`src/rtl/mult_div_unit_if.sv`:
```
// mult_div_unit_if: start/operand/result bundle between control unit and multiply/divide unit
interface mult_div_unit_if #(parameter int WIDTH = 32);
  logic             start_mult;
  logic             start_div;
  logic [WIDTH-1:0] a;
  logic [WIDTH-1:0] b;
  logic [WIDTH-1:0] hi;
  logic [WIDTH-1:0] lo;
  logic             busy;
  logic             done;
  logic             div_zero;
  modport master (output start_mult, start_div, a, b, input hi, lo, busy, done, div_zero);
  modport slave (input start_mult, start_div, a, b, output hi, lo, busy, done, div_zero);
endinterface

```
`src/rtl/mult_div_unit.sv`:
```
// mult_div_unit: iterative signed Booth multiply / restoring divide producing HI and LO
module mult_div_unit #(
  parameter int WIDTH = 32,
  parameter int CNT_W = 6
) (
  input logic            clk,
  input logic            reset,
  mult_div_unit_if.slave bus
);
  typedef enum logic [1:0] {IDLE, MULT, DIV, DONE} state_t;
  state_t           state;
  logic [WIDTH:0]   acc, m, mul_sum, div_sh, div_diff, acc_n;
  logic [WIDTH-1:0] q, q_n, abs_a, abs_b, hi_r, lo_r, res_hi, res_lo, rem;
  logic [CNT_W-1:0] cnt;
  logic             q_1, q1_n, neg_q, neg_r, busy_r, done_r, div_zero_r;
  assign bus.hi       = hi_r;
  assign bus.lo       = lo_r;
  assign bus.busy     = busy_r;
  assign bus.done     = done_r;
  assign bus.div_zero = div_zero_r;
  assign abs_a = bus.a[WIDTH-1] ? -bus.a : bus.a;
  assign abs_b = bus.b[WIDTH-1] ? -bus.b : bus.b;
  // acc is one bit wider so Booth survives a -2^(W-1) multiplicand and the divide shift-in
  always_comb begin
    mul_sum  = (q[0] & ~q_1) ? acc - m : (~q[0] & q_1) ? acc + m : acc;
    div_sh   = {acc[WIDTH-1:0], q[WIDTH-1]};
    div_diff = div_sh - m;
    acc_n    = (state == MULT) ? {mul_sum[WIDTH], mul_sum[WIDTH:1]} : div_diff[WIDTH] ? div_sh : div_diff;
    q_n      = (state == MULT) ? {mul_sum[0], q[WIDTH-1:1]} : {q[WIDTH-2:0], ~div_diff[WIDTH]};
    q1_n     = (state == MULT) ? q[0] : q_1;
    rem      = acc_n[WIDTH-1:0];
    res_hi   = (state == MULT) ? rem : neg_r ? -rem : rem;
    res_lo   = (state == MULT) ? q_n : neg_q ? -q_n : q_n;
  end
  always_ff @(posedge clk or negedge reset) begin
    if (!reset) begin
      state      <= IDLE;
      acc        <= '0;
      m          <= '0;
      q          <= '0;
      q_1        <= 1'b0;
      cnt        <= '0;
      neg_q      <= 1'b0;
      neg_r      <= 1'b0;
      hi_r       <= '0;
      lo_r       <= '0;
      busy_r     <= 1'b0;
      done_r     <= 1'b0;
      div_zero_r <= 1'b0;
    end else begin
      done_r     <= 1'b0;
      div_zero_r <= 1'b0;
      case (state)
        IDLE: begin
          if (bus.start_mult) begin
            state  <= MULT;
            busy_r <= 1'b1;
            acc    <= '0;
            m      <= {bus.a[WIDTH-1], bus.a};
            q      <= bus.b;
            q_1    <= 1'b0;
          end else if (bus.start_div && bus.b != '0) begin
            state  <= DIV;
            busy_r <= 1'b1;
            acc    <= '0;
            m      <= {1'b0, abs_b};
            q      <= abs_a;
            q_1    <= 1'b0;
            neg_q  <= bus.a[WIDTH-1] ^ bus.b[WIDTH-1];
            neg_r  <= bus.a[WIDTH-1];
          end else if (bus.start_div) begin
            div_zero_r <= 1'b1;
          end
        end
        MULT, DIV: begin
          acc <= acc_n;
          q   <= q_n;
          q_1 <= q1_n;
          cnt <= cnt + 1'b1;
          if (cnt == CNT_W'(WIDTH - 1)) begin
            hi_r   <= res_hi;
            lo_r   <= res_lo;
            busy_r <= 1'b0;
            done_r <= 1'b1;
            cnt    <= '0;
            state  <= DONE;
          end
        end
        default: state <= IDLE;
      endcase
    end
  end
endmodule

```
`src/flat_wrapper.sv`:
```
// flat-port wrapper written by rule: the top's interface ports become plain ports
module mult_div_unit_flat 
#(
  parameter int WIDTH = 32,
  parameter int CNT_W = 6
)
  (clk, reset, bus_start_mult, bus_start_div, bus_a, bus_b, bus_hi, bus_lo, bus_busy, bus_done, bus_div_zero);
  mult_div_unit_if #(.WIDTH(WIDTH)) bus_i ();
  input logic clk;
  input logic reset;
  input wire logic [$bits(bus_i.start_mult)-1:0] bus_start_mult;
  input wire logic [$bits(bus_i.start_div)-1:0] bus_start_div;
  input wire logic [$bits(bus_i.a)-1:0] bus_a;
  input wire logic [$bits(bus_i.b)-1:0] bus_b;
  output wire logic [$bits(bus_i.hi)-1:0] bus_hi;
  output wire logic [$bits(bus_i.lo)-1:0] bus_lo;
  output wire logic [$bits(bus_i.busy)-1:0] bus_busy;
  output wire logic [$bits(bus_i.done)-1:0] bus_done;
  output wire logic [$bits(bus_i.div_zero)-1:0] bus_div_zero;
  assign bus_i.start_mult = bus_start_mult;
  assign bus_i.start_div = bus_start_div;
  assign bus_i.a = bus_a;
  assign bus_i.b = bus_b;
  assign bus_hi = bus_i.hi;
  assign bus_lo = bus_i.lo;
  assign bus_busy = bus_i.busy;
  assign bus_done = bus_i.done;
  assign bus_div_zero = bus_i.div_zero;
  mult_div_unit #(.WIDTH(WIDTH), .CNT_W(CNT_W)) u_core (.clk(clk), .reset(reset), .bus(bus_i));
endmodule
```
`config.mk`:
```
export PLATFORM = sky130hd
export DESIGN_NAME = mult_div_unit_flat
export DESIGN_NICKNAME = d
export VERILOG_FILES = /design/src/rtl/mult_div_unit_if.sv /design/src/rtl/mult_div_unit.sv /design/src/flat_wrapper.sv
export SDC_FILE = /design/constraint.sdc
export NUM_CORES = 1
export LEC_CHECK = 0
export ABC_AREA = 1
export BUFFER_PORTS_ARGS = -buffer_cell sky130_fd_sc_hd__buf_2
export CORE_ASPECT_RATIO = 1.75
export CORE_UTILIZATION = 50
export DETAILED_ROUTE_END_ITERATION = 12
export PLACE_DENSITY = 0.71
export SLEW_MARGIN = 0
export SYNTH_ARGS = -nofsm -noshare
export SYNTH_HDL_FRONTEND = slang
export SYNTH_SLANG_ARGS = --single-unit
```
`constraint.sdc`:
```
create_clock -name clk -period 3.8 [get_ports clk]
set_clock_uncertainty 0.15 [all_clocks]
set_input_delay 0.19 -clock clk [delete_from_list [all_inputs] [get_ports clk]]
set_output_delay 0.19 -clock clk [all_outputs]
set_load 0.02 [all_outputs]
```
==> reports/metrics.cfg <==
[outcome]
status=finished clean

[worst_hold_path]
hold_class=input port to register
min_from=bus_a[6]

[placed_design]
dp_hpwl_mm=76.82
port_buffers=134
dp_slack_ns=-0.2095
gp_congestion=1.148
place_area_um2=24350

[sta]
post-route-period-util_pct=98.45
finalSetupTns_ns=0
period_minus_slack_ns=3.741
setup_slack_ns=0.05888
rsz0062_at_grt=yes
setup_viol=0
hold_violations=0
max_slew.worst_pin.slew_ns=0.9965
max_freq_ghz=0.2673
drv_slew=0
slew_headroom_pct=33.56

[global_routing]
gr-total-overflow=0
grt_pass1_vias=25310
antenna_found_initial=8
grt_use_total_pct=46.31
grt_pass1_wl_mm=141.3
grt_max_degree=97

[detailed_routing]
firstDrtPassIters=9
drc=0
drt-initial-drc-count=2094
routed_via_density=5.803
postRouteAntennaNets=0
drt_wl_total_mm=96.01
vias=25860
wl_per_cell_um=21.54

[critical_path]
crit_type=register to register
path_buf_inv=6
cp_top_family=simple AND/OR/NAND/NOR gates
path_max_fanout=6
cp-start-kind=register
r2r_start=u_core.q[31]
path_common_cell=nand2_2
slowest_delay_ns=0.38
end_kind=register
crit_slowest_cell=dfrtp_1
arrival_ns=3.99
crit_start=u_core.q[31]
critPathRequiredTime_ns=4.05

[cts]
worstSkewPairLatency_ns=0.47
htreeDepth=4
cts_made_buffers=17
cts_max_path_buffers=2
cts.sinks=176
tritoncts=yes
cts-root-buf=clkbuf_16
clk_pin_slew_ns=0.08

[layout]
nFillCells=3659
drive_gt1_share_pct=23.57
area_growth_pct=31.20
fin_nets=4125
final_cell_mix=nand2_1 (1065), inv_1 (563), buf_4 (444), nor2_1 (232), nand3_1 (208)
layout_commonest_cell=nand2_1
stdcell_area_um2=26390

[die]
rows=96
start_util_pct=51.06
die_area_um2=41070
pin_count=135
die_w_um=153.6
die_h_um=267.3
coreArea_um2=39400

[synthesis]
syn_area_um2=20120
synth_seq_cells=176
syn_nets=3617
synth-main-ff-cell=dfrtp_1
syn_avg_cell_area_um2=5.845
yosysWarningCount=0
seq_area_frac_synth_pct=21.89
async_flop_share_pct=100.0
ys_types=53
synth_edf_count=0
synthCells=3442

[job]
drv_cap=0

[worst register-to-register path, delay by kind of cell (launching register included)]
family	cells	cell delay, ns
simple gates	22	1.88
fa+ha+maj	3	0.68
buf+inv	6	0.59
flops	1	0.38
[final cells by class]
| type | instances | area (um^2) | area share, % |
|---|---|---|---|
| multi-input cells | 2550 | 14080 | 53.33 |
| flip-flops and latches | 176 | 4410 | 16.71 |
| inverters | 595 | 2240 | 8.486 |
| repair buffers | 610 | 4446 | 16.84 |
| clock buffers | 17 | 425.4 | 1.612 |
| clock inverters | 15 | 172.7 | 0.6542 |
| well taps | 490 | 613.1 | 2.323 |
| diodes | 4 | 10.01 | 0.03793 |
[state kept, by name (all words and copies together) (netlist names)]
signal / count
u_core.acc: 33
u_core.bus.busy: 1
u_core.bus.div_zero: 1
u_core.bus.done: 1
u_core.bus.hi: 32
u_core.bus.lo: 32
u_core.cnt: 6
u_core.m: 33
u_core.neg_q: 1
u_core.neg_r: 1
u_core.q: 32
u_core.q_1: 1
u_core.state: 2
[Yosys cell counts, drive strengths merged (12+ instances only)]
cell	count	area share, %
nand2	1148	22
inv	589	11
nor2	304	5.9
nand3	253	6.6
o21ai	192	4.8
dfrtp	176	22
a21oi	158	4.1
ha	104	6.5
clkbuf	84	1.6
xor2	77	3.4
nand4	52	1.6
o211ai	39	1.5
buf	37	1.0
nor3	34	0.85
o221ai	34	1.5
o22ai	29	0.90
xnor2	24	1.0
or2	13	0.40
o31ai	12	0.45
[worst paths after layout]
path	end	slack [ns]	depth (start not counted)
min reg2reg	u_core.bus.lo[19]	0.33	2
min	u_core.m[6]	0.04	3
min in group asynchronous	u_core.bus.lo[18]	0.16	2
max	u_core.bus.hi[28]	0.06	31
max reg2reg	u_core.bus.hi[28]	0.06	31
max in group asynchronous	u_core.acc[26]	2.38	3
[cell families (layout without fill, tap and decap cells)]
group / Yosys count / count (layout) / share of synthesized area [%]
compound gates: 516 / 516 / 15.18
fa+ha+maj: 107 / 107 / 6.767
xor+xnor: 101 / 101 / 4.397
other cells: 0 / 4 / 0
flops: 176 / 176 / 21.89
simple gates: 1825 / 1825 / 37.98
buf+inv: 716 / 1237 / 13.73
mux: 1 / 1 / 0.05597
[routing by layer]
metal	part of all wire (%)	global-route usage (%)
met1	31	42.89
met2	47	79.89
met3	7.9	9.871
met4	13	52.65
met5	0.021	0
[timing repair]
| item | in CTS | in global routing |
|---|---|---|
| buffers inserted | 1 | 18 |
| gates resized for setup | 31 | 262 |
| endpoints found under the hold margin | 103 | 0 |
| pin swaps | 7 | 56 |
| endpoints found under the setup margin | 27 | 38 |
| hold buffers | 12 | 0 |
[metrics by stage]
stage / utilization (%) / hold WS [ns] / cells
floorplan: - / -0.2556 / 3442
global placement: 61.81 / 0.1753 / 4390
detailed placement: 61.81 / 0.1761 / 4390
CTS: 63.92 / 0.007935 / 4435
global route: 66.98 / 0.03345 / 4455
finish: 66.99 / 0.04061 / 4457
Power is not shown: default switching activity piles up to over one toggle a cycle in this logic, so the estimate is an artifact.
